===== config.mk =====
export PLATFORM = sky130hd
export DESIGN_NAME = channel_readout_packer
export DESIGN_NICKNAME = d
export VERILOG_FILES = /design/src/rtl/mmaps_pkg.sv /design/src/rtl/packer_fifo.sv /design/src/rtl/channel_readout_packer.sv
export SDC_FILE = /design/constraint.sdc
export NUM_CORES = 1
export LEC_CHECK = 0
export CAP_MARGIN = 15
export CORE_MARGIN = 2
export CORE_UTILIZATION = 40
export DETAILED_ROUTE_END_ITERATION = 7
export PLACE_DENSITY = 0.64
export SETUP_SLACK_MARGIN = 0.1
export SYNTH_ARGS = -nofsm -noshare
export SYNTH_HDL_FRONTEND = slang
export SYNTH_SLANG_ARGS = --single-unit

===== constraint.sdc =====
create_clock -name clk -period 4.8 [get_ports clk]
set_input_delay 0.96 -clock clk [delete_from_list [all_inputs] [get_ports clk]]
set_output_delay 0.96 -clock clk [all_outputs]
set_load 0.05 [all_outputs]

===== src/rtl/mmaps_pkg.sv =====
// Shared definitions for the channel readout packer: frame tags, FSM encoding
// and the 16-bit frame word builder.
package mmaps_pkg;

    localparam logic [3:0] TAG_HDR  = 4'hA;
    localparam logic [3:0] TAG_CSUM = 4'hC;
    localparam logic [3:0] TAG_TRL  = 4'hE;

    typedef enum logic [2:0] {
        IDLE  = 3'd0,
        REQ   = 3'd1,
        CAPT  = 3'd2,
        CSUM  = 3'd3,
        TRAIL = 3'd4,
        DRAIN = 3'd5,
        DONE  = 3'd6
    } state_t;

    function automatic logic [15:0] frame_word(input logic [3:0] tag, input logic [11:0] payload);
        return {tag, payload};
    endfunction

endpackage


===== src/rtl/packer_fifo.sv =====
// Synchronous first-word-fall-through FIFO, 16-bit words, depth 2^AW.
// A pop in the same cycle as a push into a full FIFO frees the slot first.
module packer_fifo #(
    parameter int AW = 4
) (
    input  logic          clk,
    input  logic          reset_n,
    input  logic          push,
    input  logic [15:0]   wr_data,
    input  logic          pop,
    output logic [15:0]   rd_data,
    output logic          full,
    output logic          empty,
    output logic [AW:0]   level
);

    localparam int DEPTH = 1 << AW;
    localparam logic [AW:0] DEPTH_L = DEPTH[AW:0];

    logic [15:0]   mem [DEPTH];
    logic [AW-1:0] wr_ptr;
    logic [AW-1:0] rd_ptr;
    logic [AW:0]   cnt;
    logic          do_push;
    logic          do_pop;

    assign empty   = (cnt == '0);
    assign full    = (cnt == DEPTH_L);
    assign level   = cnt;
    assign do_pop  = pop && !empty;
    assign do_push = push && (!full || do_pop);

    always_ff @(posedge clk or negedge reset_n) begin
        if (!reset_n) begin
            wr_ptr <= '0;
            rd_ptr <= '0;
            cnt    <= '0;
        end else begin
            if (do_push) wr_ptr <= wr_ptr + AW'(1);
            if (do_pop)  rd_ptr <= rd_ptr + AW'(1);
            case ({do_push, do_pop})
                2'b10:   cnt <= cnt + (AW+1)'(1);
                2'b01:   cnt <= cnt - (AW+1)'(1);
                default: cnt <= cnt;
            endcase
        end
    end

    always_ff @(posedge clk) begin
        if (do_push) mem[wr_ptr] <= wr_data;
    end

    // Empty head reads as zero so out_data is clean after reset and between frames.
    assign rd_data = empty ? 16'h0 : mem[rd_ptr];

endmodule


===== src/rtl/channel_readout_packer.sv =====
// Requests a channel readout, captures its sample stream and frames it as
// header / samples / [checksum] / trailer words. Checksum word when CHECKSUM_EN is defined.
//
// state | meaning
// IDLE  | waiting for start
// REQ   | read_request raised, header pushed
// CAPT  | capturing samples while channel streams
// CSUM  | pushing xor checksum word (CHECKSUM_EN only)
// TRAIL | pushing trailer with sample count
// DRAIN | waiting for consumer to take every word
// DONE  | one-cycle spi_done pulse
module channel_readout_packer
    import mmaps_pkg::*;
#(
    parameter int WIDTH   = 12,
    parameter int SIZE    = 12,
    parameter int CH_W    = 4,
    parameter int FIFO_AW = 4
) (
    input  logic             clk,
    input  logic             reset_n,
    input  logic             start,
    input  logic [CH_W-1:0]  chan_id,
    output logic             read_request,
    input  logic             sc_ro_enable,
    input  logic             sc_rodone_n,
    input  logic [WIDTH-1:0] sc_data,
    output logic [15:0]      out_data,
    output logic             out_valid,
    input  logic             out_ready,
    output logic             spi_done,
    output logic             busy,
    output logic             overflow
);

    state_t            state;
    state_t            state_nx;
    logic [CH_W-1:0]   chan_q;
    logic [SIZE-1:0]   count_q;
    logic              ovf_q;
`ifdef CHECKSUM_EN
    logic [11:0]       csum_q;
`endif

    logic              push;
    logic [15:0]       push_data;
    logic              pop;
    logic              fifo_full;
    logic              fifo_empty;
    logic [FIFO_AW:0]  fifo_level;
    logic              room;
    logic              sample_in;
    logic [11:0]       sample;

    assign sample    = 12'(sc_data);
    assign pop       = out_valid && out_ready;
    assign room      = !fifo_full || pop;
    assign sample_in = (state == CAPT) && sc_ro_enable && sc_rodone_n;

    always_ff @(posedge clk or negedge reset_n) begin
        if (!reset_n) state <= IDLE;
        else          state <= state_nx;
    end

    always_comb begin
        state_nx  = state;
        push      = 1'b0;
        push_data = 16'h0;
        case (state)
            IDLE: begin
                if (start) state_nx = REQ;
            end
            REQ: begin
                push      = 1'b1;
                push_data = frame_word(TAG_HDR, {chan_q[3:0], 8'h00});
                if (room) state_nx = CAPT;
            end
            CAPT: begin
                if (!sc_rodone_n) begin
`ifdef CHECKSUM_EN
                    state_nx = CSUM;
`else
                    state_nx = TRAIL;
`endif
                end else if (sc_ro_enable) begin
                    push      = 1'b1;
                    push_data = frame_word(chan_q[3:0], sample);
                end
            end
`ifdef CHECKSUM_EN
            CSUM: begin
                push      = 1'b1;
                push_data = frame_word(TAG_CSUM, csum_q);
                if (room) state_nx = TRAIL;
            end
`endif
            TRAIL: begin
                push      = 1'b1;
                push_data = frame_word(TAG_TRL, 12'(count_q));
                if (room) state_nx = DRAIN;
            end
            DRAIN: begin
                // Leave as the trailer is taken so spi_done follows acceptance by one cycle.
                if (fifo_empty || (fifo_level == (FIFO_AW+1)'(1) && pop)) state_nx = DONE;
            end
            DONE: begin
                state_nx = IDLE;
            end
            default: begin
                state_nx = IDLE;
            end
        endcase
    end

    always_ff @(posedge clk or negedge reset_n) begin
        if (!reset_n) begin
            chan_q  <= '0;
            count_q <= '0;
            ovf_q   <= 1'b0;
`ifdef CHECKSUM_EN
            csum_q  <= '0;
`endif
        end else if (state == IDLE && start) begin
            chan_q  <= chan_id;
            count_q <= '0;
            ovf_q   <= 1'b0;
`ifdef CHECKSUM_EN
            csum_q  <= '0;
`endif
        end else if (sample_in) begin
            if (room) begin
                if (count_q != '1) count_q <= count_q + SIZE'(1);
`ifdef CHECKSUM_EN
                csum_q <= csum_q ^ sample;
`endif
            end else begin
                ovf_q <= 1'b1;
            end
        end
    end

    packer_fifo #(
        .AW(FIFO_AW)
    ) u_fifo (
        .clk     (clk),
        .reset_n (reset_n),
        .push    (push),
        .wr_data (push_data),
        .pop     (pop),
        .rd_data (out_data),
        .full    (fifo_full),
        .empty   (fifo_empty),
        .level   (fifo_level)
    );

    assign out_valid    = !fifo_empty;
    assign read_request = (state == REQ) || (state == CAPT) || (state == CSUM) ||
                          (state == TRAIL) || (state == DRAIN);
    assign busy         = (state != IDLE);
    assign spi_done     = (state == DONE);
    assign overflow     = ovf_q;

endmodule

== Yosys cells after proc, flatten, opt, wreduce, memory -nomap -nowiden ==
Memories as Yosys holds them, arrays and structs flattened.
Index checks and enable logic that the tools add are counted.

* Mux-type cells: 23
* Equal/unequal tests: 17
* Reduce and logical (&&, ||, !) cells: 27
* Add/sub/neg operators: 5

{| class="wikitable"
|+ Operators with widths
! cell !! count
|-
| $mux 12 || 4
|-
| $mux 16 || 3
|-
| $pmux 16 s3 || 1
|-
| $mux 3 || 5
|-
| $pmux 3 s5 || 1
|-
| $add 12x1->12 const B || 1
|-
| $ne 12x12->1 const B || 1
|-
| $ne 2x2->1 const B || 5
|-
| $pmux 5 s2 || 1
|-
| $eq 3x3->1 const B || 3
|-
| $add 4x1->4 const B || 2
|-
| $reduce_bool 2->1 || 4
|-
| $logic_and 1x1->1 || 7
|-
| $logic_or 1x1->1 || 7
|-
| $mux 1 || 7
|-
| $eq 3x2->1 const B || 2
|-
| $add 5x1->5 const B || 1
|-
| $eq 5x1->1 const B || 1
|-
| $eq 5x5->1 const B || 1
|-
| $logic_not 5->1 || 1
|-
| $reduce_and 5->1 || 1
|-
| $sub 5x1->5 const B || 1
|-
| $eq 3x1->1 const B || 1
|-
| $logic_not 3->1 || 1
|-
| other kinds (9) || 10
|}

* Bits in registers: 33
* Output and inout port bits: 21
* Memories kept: 1
* Word-level logic and storage cells: 80
* Input port bits: 22
* Memory bits (writable): 256

{| class="wikitable"
|+ Memories
! memory !! words !! width !! rd ports !! clocked after Yosys merged registers in !! wr ports !! line !! source
|-
| u_fifo.mem || 16 || 16 || 1 || 0 || 1 || packer_fifo.sv:20 || <nowiki>logic [15:0] mem [DEPTH];</nowiki>
|}

== Depth between registers and ports, before layout ==
Gate-level depths: netlist of the first run.

* Depth in word-level cells: 8
* Gate-level depth with buffers: 9
* Gate-level depth less buffers: 9

== Modules after synthesis ==
A second synthesis of the first run with hierarchy kept.

* Cell total of the unflattened synthesis: 657
* Area, all modules: 12039.0 µm²

{| class="wikitable"
|+ By module, submodules not included
! module !! cells each !! times used !! area each (µm²) !! seq. area each (µm²)
|-
| packer_fifo || 505 || 1 || 10706.5 || 8012.7
|-
| channel_readout_packer || 152 || 1 || 1332.5 || 500.5
|}

== Least setup slack after synthesis of the first run ==
OpenSTA, ideal clock, no wires.

* Path kind: in2reg
* From: input sc_rodone_n
* To: memory u_fifo.mem[1][0], enable pin
* Stages on the path: 5
* Path buffers: 0
* Arrival: 3.300 ns
* Library setup time: 0.436 ns
* Slack: 1.064 ns
* Data required time: 4.364 ns
* Cells stage by stage: nand4b_4 > a31oi_2 > and2_1 > inv_2 > nor4b_1

* Longest elaborated chain between the ends: 5

{| class="wikitable"
|+ Ends and longest elaborated chain
! item !! line !! source
|-
| start, declared || channel_readout_packer.sv:26 || <nowiki>input logic sc_rodone_n,</nowiki>
|-
| $mux 1 || channel_readout_packer.sv:79 || <nowiki>if (!sc_rodone_n) begin</nowiki>
|-
| $pmux 1 s2 || channel_readout_packer.sv:69 || <nowiki>case (state)</nowiki>
|-
| $logic_and 1x1->1 || packer_fifo.sv:31 || <nowiki>assign do_push = push && (!full || do_pop);</nowiki>
|-
| $mux 1 || packer_fifo.sv:50 || <nowiki>if (do_push) mem[wr_ptr] <= wr_data;</nowiki>
|-
| $mux 1 (implied by the code) || packer_fifo.sv:50 ||
|-
| end, declared || packer_fifo.sv:20 ||
|}

Every way passes these cells.

== Worst setup path after layout of the first run ==
* From: register u_fifo.cnt[0] (netlist: u_fifo.level[0])
* To: output out_data[11]

* Longest elaborated chain between the ends: 2

{| class="wikitable"
|+ Ends and longest elaborated chain
! item !! line !! source
|-
| start, declared || packer_fifo.sv:23 || <nowiki>logic [AW:0] cnt;</nowiki>
|-
| start signal, assigned || packer_fifo.sv:42 || <nowiki>2'b10: cnt <= cnt + (AW+1)'(1);</nowiki>
|-
| start signal, assigned || packer_fifo.sv:43 || <nowiki>2'b01: cnt <= cnt - (AW+1)'(1);</nowiki>
|-
| start signal, assigned || packer_fifo.sv:44 || <nowiki>default: cnt <= cnt;</nowiki>
|-
| $logic_not 5->1 || packer_fifo.sv:27 || <nowiki>assign empty = (cnt == '0);</nowiki>
|-
| $mux 16 || packer_fifo.sv:54 || <nowiki>assign rd_data = empty ? 16'h0 : mem[rd_ptr];</nowiki>
|-
| end, declared || channel_readout_packer.sv:28 || <nowiki>output logic [15:0] out_data,</nowiki>
|}

Every way passes these cells.

==> impl_metrics.tcl, run 1 <==
set metrics [dict create \
    drt_iter0_markers 549 \
    final_antenna_net_count 0 \
    r2r-end "u_fifo.mem[14][2]$_DFFE_PP_" \
    finClkSkew_ns 0.0273 \
    max_freq_mhz 221 \
    synth_common_cells "edfxtp_1, mux4_2, mux2i_1, dfrtp_1, nand2_1" \
    instances_no_fill 1110 \
    syn_area_mm2 0.0120 \
    track_usage 0.168 \
    placed_cell_area_mm2 0.0129 \
    final_max_slew_viol_count 0 \
    insertion_delay_ns 0.55 \
    dpl.cell_count 1057 \
    reg2reg_slack_ns 1.94 \
    postCtsSetupRepairBufs 0 \
    synth_nets 672 \
    portBuffers 42 \
    grt_pass1_wl_um 39100 \
    fin_hold_ws_ns 0.507 \
    holdPathEnd "chan_q[0]$_DFFE_PN0N_" \
    ys_seq_area_frac 0.711 \
    cts_buffers 29 \
    hold_path_depth 2 \
    row_count 63 \
    netlist_instances 639 \
    yosysTopAreaCell "edfxtp_1" \
    ys.flop_type "edfxtp_1" \
    powerDensity_mw_per_mm2 638 \
    cap_violations 0 \
    clockRootBuffer "clkbuf_16" \
    hp-start "chan_q[0]$_DFFE_PN0N_" \
    synth_edf_count 256 \
    drive_gt1_frac 0.201 \
    path_max_fanout 16 \
    antenna_found_initial 0 \
    die_y_um 177 \
    synth_top_area_frac 0.642 \
    final.setup.worst_slack_ns 0.277 \
    clk_pin_slew_ns 0.06 \
    design_area_mm2 0.0138 \
    min_period_ns 4.52 \
    end_kind "output pin" \
    post_cts_resized 0 \
    status "completed" \
    irDropWorstVdd_mv 0.361 \
    grt_max_degree 48 \
    yosys-top-cells-area "edfxtp_1, mux4_2, dfrtp_1" \
    cts_tree "yes" \
    grt_pass1_vias 6367 \
    dr.pass1.iters 5 \
    setup_viol_count_final 0 \
    dp_hpwl_um 16000 \
    synth_warnings 0 \
    layout.nets 731 \
    relSlewSlack 0.436 \
    htree_levels 1 \
    drc 0 \
    synth.most_common_cell "edfxtp_1" \
    setup_tns_ns 0 \
    crit_path_start_kind "flop" \
    hold_viol 0 \
    rsz0062_at_grt "no" \
    rr_startpoint "u_fifo.level[0]$_DFFE_PN0P_" \
    fillers 2448 \
    fin_util 0.467 \
    ios 43 \
    ys_types 52 \
    leakagePower_nw 4.74 \
    worst_pin_slew_ns 0.845 \
    cts_hold_buf 0 \
    via_count 6091 \
    grt.overflow.total 0 \
    die_area_mm2 0.0313 \
    pre_cts_slack_ns 0.874 \
    fin_crit_sh 0.942 \
    synthArstFlopShare 0.114 \
    avgSynthCellArea_um2 18.7 \
    viasPerCell 5.49 \
    core_mm2 0.0296 \
    ff2ff_path_depth 7 \
    critPathKind "reg -> out" \
    place_congestion 0.778 \
    cts.sinks 289 \
    worstPathRequired_ns 3.84 \
    power_mw 8.80 \
    hp-class "reg -> reg" \
    wl_per_cell_um 23.2 \
    fp.dieW_um 177 \
    start_util 0.405 \
    syn_to_final_growth_pct 15.3 \
    insertedDiodeCount 0 \
    clockBufferDepth 3 \
    ys_ff_latch 289 \
    drt-total-wl_um 25800 \
    worst_ep_arrival_time_ns 3.56 \
]
-- how the worst max path moves through the flow --
stage / startpoint / to / slack, ns / cells after the start
floorplan: sc_rodone_n / u_fifo.mem[1][0]$_DFFE_PP_ / 1.06 / 5
global placement: u_fifo.level[0]$_DFFE_PN0P_ / out_data[1] / 1.02 / 6
detailed placement: u_fifo.level[0]$_DFFE_PN0P_ / out_data[4] / 0.87 / 6
CTS: u_fifo.level[0]$_DFFE_PN0P_ / out_data[11] / 0.27 / 6
global route: u_fifo.level[0]$_DFFE_PN0P_ / out_data[4] / 0.14 / 6
finish: u_fifo.level[0]$_DFFE_PN0P_ / out_data[11] / 0.28 / 6
-- kinds of logic after synthesis --
logic type,share of synthesized area
xor gates and xnor gates,0.00805
and+or+nand+nor,0.0594
DFF,0.711
AOI/OAI and AO/OA,0.0294
buffers and inverters,0.0224
muxes,0.158
adders and majority gates,0.0115
-- critical path, cell delays in order (launching register included) --
cell	delay, ns
dfrtp_1	0.44
inv_1	0.13
ha_1	0.22
or4b_4	0.52
or2b_1	0.71
o22ai_1	0.23
clkdlybuf4s50_1	0.76
-- report_power, final --
part / leakage [nW] / internal (mW) / switching (mW)
registers: 2.79 / 3.20 / 0.303
logic: 1.52 / 1.30 / 1.90
clock network: 0.432 / 1.21 / 0.891
total: 4.74 / 5.70 / 3.10
-- state kept, by name, summed over array words and instances, names as in the netlist --
register / count
overflow: 1
u_fifo.mem: 256
count_q: 12
u_fifo.rd_ptr: 4
u_fifo.level: 5
chan_q: 4
u_fifo.wr_ptr: 4
state: 3
-- placed cells by master, fill, tap and decap left out, drive strengths merged, types with 5 or more instances in the layout --
| master | n |
|---|---|
| and2 | 5 |
| nor2 | 12 |
| clkdlybuf4s50 | 42 |
| mux4 | 64 |
| nand3 | 13 |
| nand2 | 31 |
| nor4 | 9 |
| buf | 24 |
| a21oi | 7 |
| xnor2 | 7 |
| nand2b | 11 |
| o22ai | 16 |
| and3 | 9 |
| clkinv | 15 |
| nand4b | 5 |
| mux2i | 44 |
| clkbuf | 35 |
| a22o | 8 |
| ha | 11 |
| edfxtp | 256 |
| inv | 13 |
| dfrtp | 33 |
-- area by class of cell --
cell class | instances | area [um2] | area share
flip-flops and latches | 289 | 8520 | 0.617
clock buffers | 35 | 748 | 0.0542
multi-input cells | 300 | 3220 | 0.233
repair buffers | 66 | 651 | 0.0471
well taps | 390 | 488 | 0.0354
clock inverters | 18 | 131 | 0.00952
inverters | 12 | 45.0 | 0.00326
-- routing by layer --
metal  up-vias  share of wire  GRT usage
met5         -              0          0
met4         0          0.024     0.0448
met3        43          0.051     0.0249
met2       160           0.50      0.281
met1      3183           0.43      0.231
li1       2705              -          -
No activity file was read; power rests on OpenSTA's default activity.
==> run 2, diff against run 1 <==
--- a/config.mk
+++ b/config.mk
@@ -15,2 +15,3 @@
 export SYNTH_HDL_FRONTEND = slang
 export SYNTH_SLANG_ARGS = --single-unit
+export TNS_END_PERCENT = 100
==> constraint.sdc (replaced) <==
create_clock -name clk -period 4.3 [get_ports clk]
set_input_delay 0.86 -clock clk [delete_from_list [all_inputs] [get_ports clk]]
set_output_delay 0.86 -clock clk [all_outputs]
set_load 0.01 [all_outputs]
==> run 2 against run 1 <==
  * Non-clock buffer count is 1 higher
  * First-iteration DRC count is 5.3% higher
  * Sequential cell count stayed put
  * Clock power is 22% higher
  * Utilization is 0.24 points higher
  * Via count is 1.1% higher
  * Cell count hardly changed
  * Hold slack better by 0.019 ns
  * Critical path type unchanged
==> impl_metrics.tcl, run 2 (same netlist as run 1, synthesis figures left out) <==
set metrics [dict create \
    status "completed" \
    grt_max_degree 45 \
    antenna_found_initial 0 \
    die_area_mm2 0.0313 \
    cap_violations 0 \
    die_y_um 177 \
    htree_levels 1 \
    grt.overflow.total 0 \
    worst_ep_arrival_time_ns 3.08 \
    viasPerCell 5.54 \
    place_congestion 0.796 \
    clockBufferDepth 3 \
    hp-class "reg -> reg" \
    final.setup.worst_slack_ns 0.363 \
    critPathKind "reg -> out" \
    cts_buffers 29 \
    layout_commonest_cell "edfxtp_1" \
    core_mm2 0.0296 \
    clk_pin_slew_ns 0.06 \
    fin_util 0.469 \
    worstPathRequired_ns 3.44 \
    layout.nets 732 \
    end_kind "output pin" \
    wl_per_cell_um 23.2 \
    fp.dieW_um 177 \
    track_usage 0.167 \
    relSlewSlack 0.458 \
    pwr-share-comb 0.320 \
    drt_iter0_markers 578 \
    cts_tree "yes" \
    power_switching_share 0.308 \
    dp_hpwl_um 15000 \
    fillers 2466 \
    largest_register_ffs 256 \
    powerDensity_mw_per_mm2 685 \
    pwr-share-seq 0.409 \
    cts_hold_buf 0 \
    multi_input_area_mm2 0.00322 \
    pre_cts_slack_ns 0.923 \
    irDropWorstVdd_mv 0.405 \
    crit_path_start_kind "flop" \
    hold_viol 0 \
    fin_hold_ws_ns 0.526 \
    leakagePower_nw 4.78 \
    seqCellArea_mm2 0.00852 \
    power.internal_mw 6.57 \
    clkPwrFrac 0.271 \
    insertedDiodeCount 0 \
    final_max_slew_viol_count 0 \
    setup_tns_ns 0 \
    setup_viol_count_final 0 \
    portBuffers 42 \
    finClkSkew_ns 0.0158 \
    instances_no_fill 1111 \
    p_sw_mw 2.93 \
    row_count 63 \
    rsz0062_at_grt "no" \
    grt_pass1_wl_um 38900 \
    start_util 0.405 \
    final_cell_mix "edfxtp_1, mux4_2, mux2i_1" \
    drt-total-wl_um 25800 \
    via_count 6160 \
    drive_gt1_frac 0.209 \
    insertion_delay_ns 0.55 \
    drc 0 \
    dpl.cell_count 1058 \
    clockRootBuffer "clkbuf_16" \
    postCtsSetupRepairBufs 0 \
    ios 43 \
    max_freq_mhz 254 \
    syn_to_final_growth_pct 15.9 \
    dr.pass1.iters 5 \
    cts.sinks 289 \
    final_antenna_net_count 0 \
    worst_pin_slew_ns 0.812 \
    regMostFlops "u_fifo.mem" \
    grt_pass1_vias 6371 \
    post_cts_resized 0 \
    fin_crit_sh 0.915 \
    min_period_ns 3.94 \
    path_max_fanout 16 \
]
[run 2: through the flow]
| stage | instance area (um2) | total power, mW |
|---|---|---|
| 6_report | 13900 | 9.50 |
| 5_1_grt | 13900 | 9.95 |
| 4_1_cts | 13900 | 9.61 |
| 3_5_place_dp | 12900 | 7.03 |
| 3_3_place_gp | 12900 | 6.94 |
| 2_1_floorplan | 12000 | 5.90 |
[run 2: area by class of cell]
cell class                 count  area share
clock inverter                17      0.0156
tap                          390      0.0352
clock buffer                  36      0.0542
timing repair buffer          67      0.0456
multi-input combinational    300       0.232
sequential                   289       0.614
inverter                      12     0.00325
[run 2: metal layers]
metal / wire, um / GRT usage / vias to the layer above
met5: 0 / 0 / -
met4: 465 / 0.0365 / 0
met3: 1290 / 0.0230 / 39
met2: 12900 / 0.280 / 180
met1: 11100 / 0.232 / 3225
li1: - / - / 2716
[run 2: critical path, stage by stage, from the launching register on]
cell             delay (ns)
dfrtp_1                0.45
inv_1                  0.14
ha_1                   0.22
or4b_4                 0.53
or2b_1                 0.18
buf_4                  0.29
o22ai_1                0.20
clkdlybuf4s50_1        0.51
[run 2: path summary, 6_finish.rpt]
check	cells past startpoint	slack (ns)	endpoint	from
max	7	0.36	out_data[1]	u_fifo.level[0]$_DFFE_PN0P_
min	2	0.53	chan_q[0]$_DFFE_PN0N_	chan_q[0]$_DFFE_PN0N_
max reg2reg	9	1.65	u_fifo.level[3]$_DFFE_PN0P_	u_fifo.level[0]$_DFFE_PN0P_
min reg2reg	2	0.53	chan_q[0]$_DFFE_PN0N_	chan_q[0]$_DFFE_PN0N_
max in group asynchronous	2	3.18	u_fifo.rd_ptr[0]$_DFFE_PN0P_	reset_n
min in group asynchronous	2	0.73	u_fifo.level[3]$_DFFE_PN0P_	reset_n
[run 2: power groups by stage]
stage	clock [mW]	sequential (mW)	combinational, mW
2_1_floorplan	0	3.73	2.17
3_3_place_gp	0	3.91	3.03
3_5_place_dp	0	3.94	3.08
4_1_cts	2.62	3.89	3.10
5_1_grt	2.74	3.93	3.28
6_report	2.57	3.89	3.04
==> run 3, diff against run 2 <==
GPL_TIMING_DRIVEN = 0   (was not set)
==> run 3 against run 2 <==
  * Critical path depth unchanged
  * Highest routed layer unchanged
  * Largest power group unchanged
  * Largest cell class unchanged
  * Clock-buffer cell count unchanged
  * Critical endpoint is now out_data[4]
  * Cell count up 2.3%
==> impl_metrics.tcl, run 3 (same netlist as run 1, synthesis figures left out) <==
set metrics [dict create \
    place_congestion 0.858 \
    drc 0 \
    viasPerCell 5.53 \
    status "completed" \
    worst_ep_arrival_time_ns 3.16 \
    rsz0062_at_grt "no" \
    start_util 0.405 \
    dr.pass1.iters 7 \
    via_count 6288 \
    setup_viol_count_final 0 \
    p_sw_mw 3.05 \
    min_period_ns 4.02 \
    regMostFlops "u_fifo.mem" \
    final_max_slew_viol_count 0 \
    hp-class "in -> async" \
    dp_hpwl_um 16900 \
    row_count 63 \
    clkPwrFrac 0.274 \
    pwr-share-comb 0.343 \
    die_area_mm2 0.0313 \
    grt_pass1_wl_um 39000 \
    layout_commonest_cell "edfxtp_1" \
    instances_no_fill 1137 \
    path_max_fanout 10 \
    critPathKind "reg -> out" \
    die_y_um 177 \
    wl_per_cell_um 22.4 \
    drt-total-wl_um 25500 \
    ios 43 \
    portBuffers 42 \
    pwr-share-seq 0.382 \
    irDropWorstVdd_mv 0.402 \
    end_kind "output pin" \
    insertion_delay_ns 0.56 \
    power_mw 9.75 \
    leakagePower_nw 4.88 \
    cts.sinks 289 \
    drt_iter0_markers 585 \
    power.internal_mw 6.69 \
    cts_buffers 30 \
    grt_max_degree 34 \
    fin_hold_ws_ns 0.395 \
    antenna_found_initial 0 \
    final_antenna_net_count 0 \
    track_usage 0.166 \
    cap_violations 0 \
    grt_pass1_vias 6467 \
    fp.dieW_um 177 \
    fin_crit_sh 0.935 \
    layout.nets 756 \
    clk_pin_slew_ns 0.07 \
    crit_path_start_kind "flop" \
    insertedDiodeCount 0 \
    fin_util 0.475 \
    max_freq_mhz 249 \
    syn_to_final_growth_pct 17.4 \
    cts_hold_buf 0 \
    largest_register_ffs 256 \
    power_switching_share 0.313 \
    finClkSkew_ns 0.0139 \
    htree_levels 1 \
    core_mm2 0.0296 \
    worstPathRequired_ns 3.44 \
    final_cell_mix "edfxtp_1, mux4_2, mux2i_1" \
    dpl.cell_count 1081 \
    drive_gt1_frac 0.230 \
    worst_pin_slew_ns 1.02 \
    hold_viol 0 \
    setup_tns_ns 0 \
    grt.overflow.total 0 \
    clockBufferDepth 3 \
    clockRootBuffer "clkbuf_16" \
    powerDensity_mw_per_mm2 694 \
    cts_tree "yes" \
    relSlewSlack 0.321 \
]
-- run 3: cell count changes in the layout (fill, tap and decap cells not counted), moves of 3 or more --
cell,previous run,this run
nor2_2,3,6
nor2_1,9,6
buf_6,0,5
buf_8,0,4
dfrtp_1,30,33
buf_2,0,18
clkbuf_1,7,12
clkbuf_2,0,3
buf_4,23,11
-- run 3: metal layers --
metal / global-route usage / part of all wire
met1: 0.233 / 0.44
met2: 0.277 / 0.49
met3: 0.0234 / 0.052
met4: 0.0341 / 0.015
met5: 0 / 0
-- run 3: final cells by class --
class / instances / area [um2]
Clock buffer: 36 / 793
Sequential cell: 289 / 8510
Multi-Input combinational cell: 300 / 3230
Fill cell: 2403 / 15500
Tap cell: 390 / 488
Inverter: 12 / 45.0
Clock inverter: 20 / 243
Buffer: 38 / 224
Timing Repair Buffer: 52 / 520
-- run 3: power by group through the flow --
| stage | clock, mW | sequential (mW) | combinational (mW) |
|---|---|---|---|
| after CTS | 2.72 | 3.73 | 3.39 |
| after floorplan | 0 | 3.73 | 2.17 |
| after global placement | 0 | 3.76 | 3.25 |
| after global routing | 2.83 | 3.76 | 3.61 |
| after detailed placement | 0 | 3.78 | 3.38 |
| final | 2.67 | 3.73 | 3.35 |
-- run 3: worst paths after layout --
kind	startpoint	to	slack, ns	cells after the start
hold / removal	reset_n	state[0]$_DFFE_PN0P_	0.39	1
setup / recovery	u_fifo.level[0]$_DFFE_PN0P_	out_data[4]	0.28	7
setup reg to reg	u_fifo.level[0]$_DFFE_PN0P_	u_fifo.mem[1][7]$_DFFE_PP_	1.49	7
min in group clk	chan_q[0]$_DFFE_PN0N_	chan_q[0]$_DFFE_PN0N_	0.50	2
max in group asynchronous	reset_n	u_fifo.wr_ptr[2]$_DFFE_PN0P_	3.40	1
hold reg to reg	chan_q[0]$_DFFE_PN0N_	chan_q[0]$_DFFE_PN0N_	0.50	2
-- run 3: metrics by stage --
step,cell area [um2],setup WS (ns)
after global placement,12900,-1.65
after global routing,14100,0.138
after floorplan,12000,0.664
after CTS,14100,0.155
after detailed placement,13000,0.713
final,14100,0.278
-- run 3: critical path, cell delays in order, from the launching register on --
cell and delay (ns):
dfrtp_1 0.43, inv_1 0.12, ha_1 0.21, or4b_4 0.54
nand2_1 0.30, buf_2 0.32, o22ai_1 0.16, clkdlybuf4s50_1 0.51
-- run 3: timing repair --
item,in CTS,in global routing
gates resized for setup,0,2
endpoints found under the setup margin,0,5
setup buffers,0,0
